===== config.mk =====
export PLATFORM = sky130hd
export DESIGN_NAME = highest_bit_scanner
export DESIGN_NICKNAME = d
export VERILOG_FILES = /design/src/rtl/highest_bit_scanner.sv
export SDC_FILE = /design/constraint.sdc
export NUM_CORES = 1
export LEC_CHECK = 0
export BUFFER_PORTS_ARGS = -buffer_cell sky130_fd_sc_hd__buf_4
export CAP_MARGIN = 20
export CORE_MARGIN = 4
export CORE_UTILIZATION = 25
export CTS_BUF_LIST = sky130_fd_sc_hd__clkbuf_8
export CTS_CLUSTER_SIZE = 24
export DETAILED_ROUTE_END_ITERATION = 8
export PLACE_DENSITY = 0.41
export SYNTH_ARGS = -nofsm -noshare
export SYNTH_HDL_FRONTEND = slang
export SYNTH_SLANG_ARGS = --single-unit
export TNS_END_PERCENT = 1

===== constraint.sdc =====
create_clock -name clk -period 2.3 [get_ports clk]
set_clock_uncertainty 0.05 [all_clocks]
set_input_delay 0.23 -clock clk [delete_from_list [all_inputs] [get_ports clk]]
set_output_delay 0.23 -clock clk [all_outputs]
set_load 0.03 [all_outputs]

===== src/rtl/highest_bit_scanner.sv =====
// highest_bit_scanner: serial MSB-first scan returning the index of the highest set bit
// Ports: clk, rst_n (async active-low); in_valid/in_ready/in accept a WIDTH-bit word;
//        out_valid/out_ready hand back pos (IDX_W-bit index, 0 when none) and found.
module highest_bit_scanner #(
    parameter int WIDTH = 8,
    parameter int IDX_W = 3
) (
    input  logic             clk,
    input  logic             rst_n,
    input  logic             in_valid,
    output logic             in_ready,
    input  logic [WIDTH-1:0] in,
    output logic             out_valid,
    input  logic             out_ready,
    output logic [IDX_W-1:0] pos,
    output logic             found
);
    typedef enum logic [1:0] {IDLE, SCAN, DONE} state_t;
    state_t           state;
    logic [IDX_W-1:0] cnt;
    logic [WIDTH-1:0] word;
    always_ff @(posedge clk or negedge rst_n) begin
        if (!rst_n) begin
            state     <= IDLE;
            in_ready  <= 1'b0;
            out_valid <= 1'b0;
            pos       <= '0;
            found     <= 1'b0;
            cnt       <= IDX_W'(WIDTH - 1);
            word      <= '0;
        end else begin
            case (state)
                IDLE: begin
                    if (in_valid && in_ready) begin
                        word     <= in;
                        cnt      <= IDX_W'(WIDTH - 1);
                        in_ready <= 1'b0;
                        if (in == '0) begin
                            state <= DONE;
                            found <= 1'b0;
                            pos   <= '0;
                        end else begin
                            state <= SCAN;
                        end
                    end else begin
                        in_ready <= 1'b1;
                    end
                end
                SCAN: begin
                    if (word[cnt]) begin
                        pos       <= cnt;
                        found     <= 1'b1;
                        out_valid <= 1'b1;
                        state     <= DONE;
                    end else if (cnt != '0) begin
                        cnt <= cnt - IDX_W'(1);
                    end else begin
                        pos       <= '0;
                        found     <= 1'b0;
                        out_valid <= 1'b1;
                        state     <= DONE;
                    end
                end
                DONE: begin
                    // a zero word enters DONE straight from IDLE, so out_valid is raised one edge later
                    if (!out_valid) begin
                        out_valid <= 1'b1;
                    end else if (out_ready) begin
                        out_valid <= 1'b0;
                        in_ready  <= 1'b1;
                        state     <= IDLE;
                    end
                end
                default: state <= IDLE;
            endcase
        end
    end
endmodule

==> impl_metrics.env <==
export IMPL_firstDrtPassIters=6
export IMPL_tightest_slew_ps=516
export IMPL_synth_cell_area_um2=977
export IMPL_setup_viol=0
export IMPL_fin_crit_ps=1780
export IMPL_p_leak_nw=0.574
export IMPL_tns_ps=0
export IMPL_slew_viol_final=0
export IMPL_syn_inst=88
export IMPL_viasPerCell=4.61
export IMPL_clock_path_buffers=2
export IMPL_start_kind="flop"
export IMPL_seq_area_frac_synth_pct=49.0
export IMPL_drv_cap=0
export IMPL_avgSynthCellArea_um2=11.1
export IMPL_required_ps=2380
export IMPL_place_congestion=0.735
export IMPL_fp_dieH_um=70.5
export IMPL_antennaDiodeCount=0
export IMPL_synth_edf_count=0
export IMPL_floorplan_initialDensity_pct=26.3
export IMPL_cts_root_buf="clkbuf_8"
export IMPL_cp_arrival_ps=1860
export IMPL_critPathMaxFanout=7
export IMPL_drt_iter0_markers=17
export IMPL_num_vias=724
export IMPL_synthArstFlopShare_pct=100
export IMPL_worstHoldPathType="input pin to flop"
export IMPL_rows=22
export IMPL_hold_viol=0
export IMPL_htree_levels=1
export IMPL_dp_hpwl_um=1560
export IMPL_slew_headroom_pct=65.6
export IMPL_die_area_um2=4970
export IMPL_core_area_um2=3720
export IMPL_ios=18
export IMPL_crit_type="flop to flop"
export IMPL_path_clk_slew_ps=70
export IMPL_clock_sinks=19
export IMPL_antenna_found_initial=0
export IMPL_dieWidth_um=70.5
export IMPL_area_growth_pct=24.7
export IMPL_post_cts_resized=0
export IMPL_nets=124
export IMPL_wl_per_cell_um=13.1
export IMPL_dominantRegCellSynth="dfrtp_1"
export IMPL_ys_ff_latch=19
export IMPL_end_kind="flop"
export IMPL_worstSkewPairLatency_ps=250
export IMPL_post_cts_buffers=0
export IMPL_power_density_nw_per_um2=1360
export IMPL_status="complete, no violations"
export IMPL_yosysUniqueCellTypes=34
export IMPL_cts_buffers=3
export IMPL_cts_tree="done"
export IMPL_syn_num_nets=102
export IMPL_clock_fmax_ghz=0.562
export IMPL_drc=0
export IMPL_whs_ps=164
export IMPL_grt_max_degree=20
export IMPL_wl_um=2060
export IMPL_grt_pass1_vias=758
export IMPL_ir_drop_uv=342
export IMPL_yosys_warnings=0
export IMPL_rsz0062_at_grt="no"
export IMPL_post_route_period_util_pct=77.4
export IMPL_drive_gt1_share_pct=34.9
export IMPL_grt_overflow=0
export IMPL_grt_pass1_wl_um=3590
export IMPL_grt_usage_pct=9.08
export IMPL_ant_nets=0
export IMPL_io_buffers=17
-- registers in the layout, indices dropped and copies added (netlist names) --
register   cells
word           8
cnt            3
pos            3
state          2
found          1
in_ready       1
out_valid      1
-- cell type report --
| cell class | count | area [um^2] |
|---|---|---|
| clock buffer | 3 | 41.3 |
| clock inverter | 1 | 5.00 |
| fill | 399 | 2500 |
| inverter | 9 | 33.8 |
| multi-input combinational | 58 | 454 |
| sequential | 19 | 479 |
| tap | 48 | 60.1 |
| timing repair buffer | 19 | 145 |
-- layer usage --
layer / up-vias / share of wire [%] / global-route usage, %
met2: 15 / 48 / 14.7
met4: 0 / 0.87 / 2.98
met5: - / 0 / 0
met3: 2 / 5.6 / 3.45
li1: 359 / - / -
met1: 348 / 45 / 11.1
-- cells in the mapped netlist (3+ instances only) --
| master | n | share of area [%] |
|---|---|---|
| nor2_1 | 7 | 2.7 |
| dfstp_2 | 3 | 8.1 |
| inv_1 | 9 | 3.5 |
| mux2i_1 | 3 | 3.1 |
| o22ai_1 | 4 | 2.6 |
| mux2_2 | 9 | 10 |
| dfrtp_1 | 16 | 41 |
| nand2_1 | 3 | 1.2 |
-- critical path, stage by stage, from the launching register on --
cell and delay [ps]:
dfstp_2 600, mux2_2 390, a22o_1 230, o21ai_1 250, o22ai_1 130
-- per-stage QoR --
stage               power (W)  util [%]  instance area, um^2  std cells  worst slack, ps
floorplan             0.00122         -                  977         88              672
global placement      0.00144      31.3                 1160        152              528
detailed placement    0.00145      31.3                 1160        152              504
CTS                   0.00169      32.8                 1220        157              487
global route          0.00180      32.8                 1220        157              439
finish                0.00166      32.8                 1220        157              520
-- cell families (layout without fill, tap and decap cells) --
logic type	Yosys count	after routing	synth area share [%]
simple gates	22	22	12.2
compound gates	21	21	16.8
flops	19	19	49.0
mux	13	13	15.0
buf+inv	11	32	4.48
fa+ha+maj	2	2	2.56
-- layout by cell type, fill, tap and decap left out, types with 3 or more instances in the layout --
cell | synthesis | final
buf_4 | 0 | 18
clkbuf_8 | 0 | 3
dfrtp_1 | 16 | 16
dfstp_2 | 3 | 3
inv_1 | 9 | 9
mux2_2 | 9 | 9
mux2i_1 | 3 | 3
nand2_1 | 3 | 3
nor2_1 | 7 | 7
o22ai_1 | 4 | 4
-- worst paths after layout --
check | from | to | slack [ps] | cells past startpoint
setup / recovery | cnt[0]$_DFFE_PN1P_ | pos[1]$_DFFE_PN0P_ | 520 | 4
hold / removal | in[5] | word[5]$_DFFE_PN0P_ | 160 | 2
setup reg to reg | cnt[0]$_DFFE_PN1P_ | pos[1]$_DFFE_PN0P_ | 520 | 4
hold reg to reg | word[2]$_DFFE_PN0P_ | word[2]$_DFFE_PN0P_ | 450 | 1
max in group asynchronous | rst_n | cnt[2]$_DFFE_PN1P_ | 1600 | 2
min in group asynchronous | rst_n | state[1]$_DFFE_PN0P_ | 340 | 2
-- power by group --
part / switching [W] / internal, W
combinational: 0.000423 / 0.000369
sequential: 0.000123 / 0.000511
clock: 0.000112 / 0.000120
-- repair_timing --
action / in CTS / in global routing
endpoints found under the setup margin: 0 / 0
hold buffers: 1 / 0
endpoints found under the hold margin: 16 / 0
Note: power is estimated with default switching activity, not from simulation.
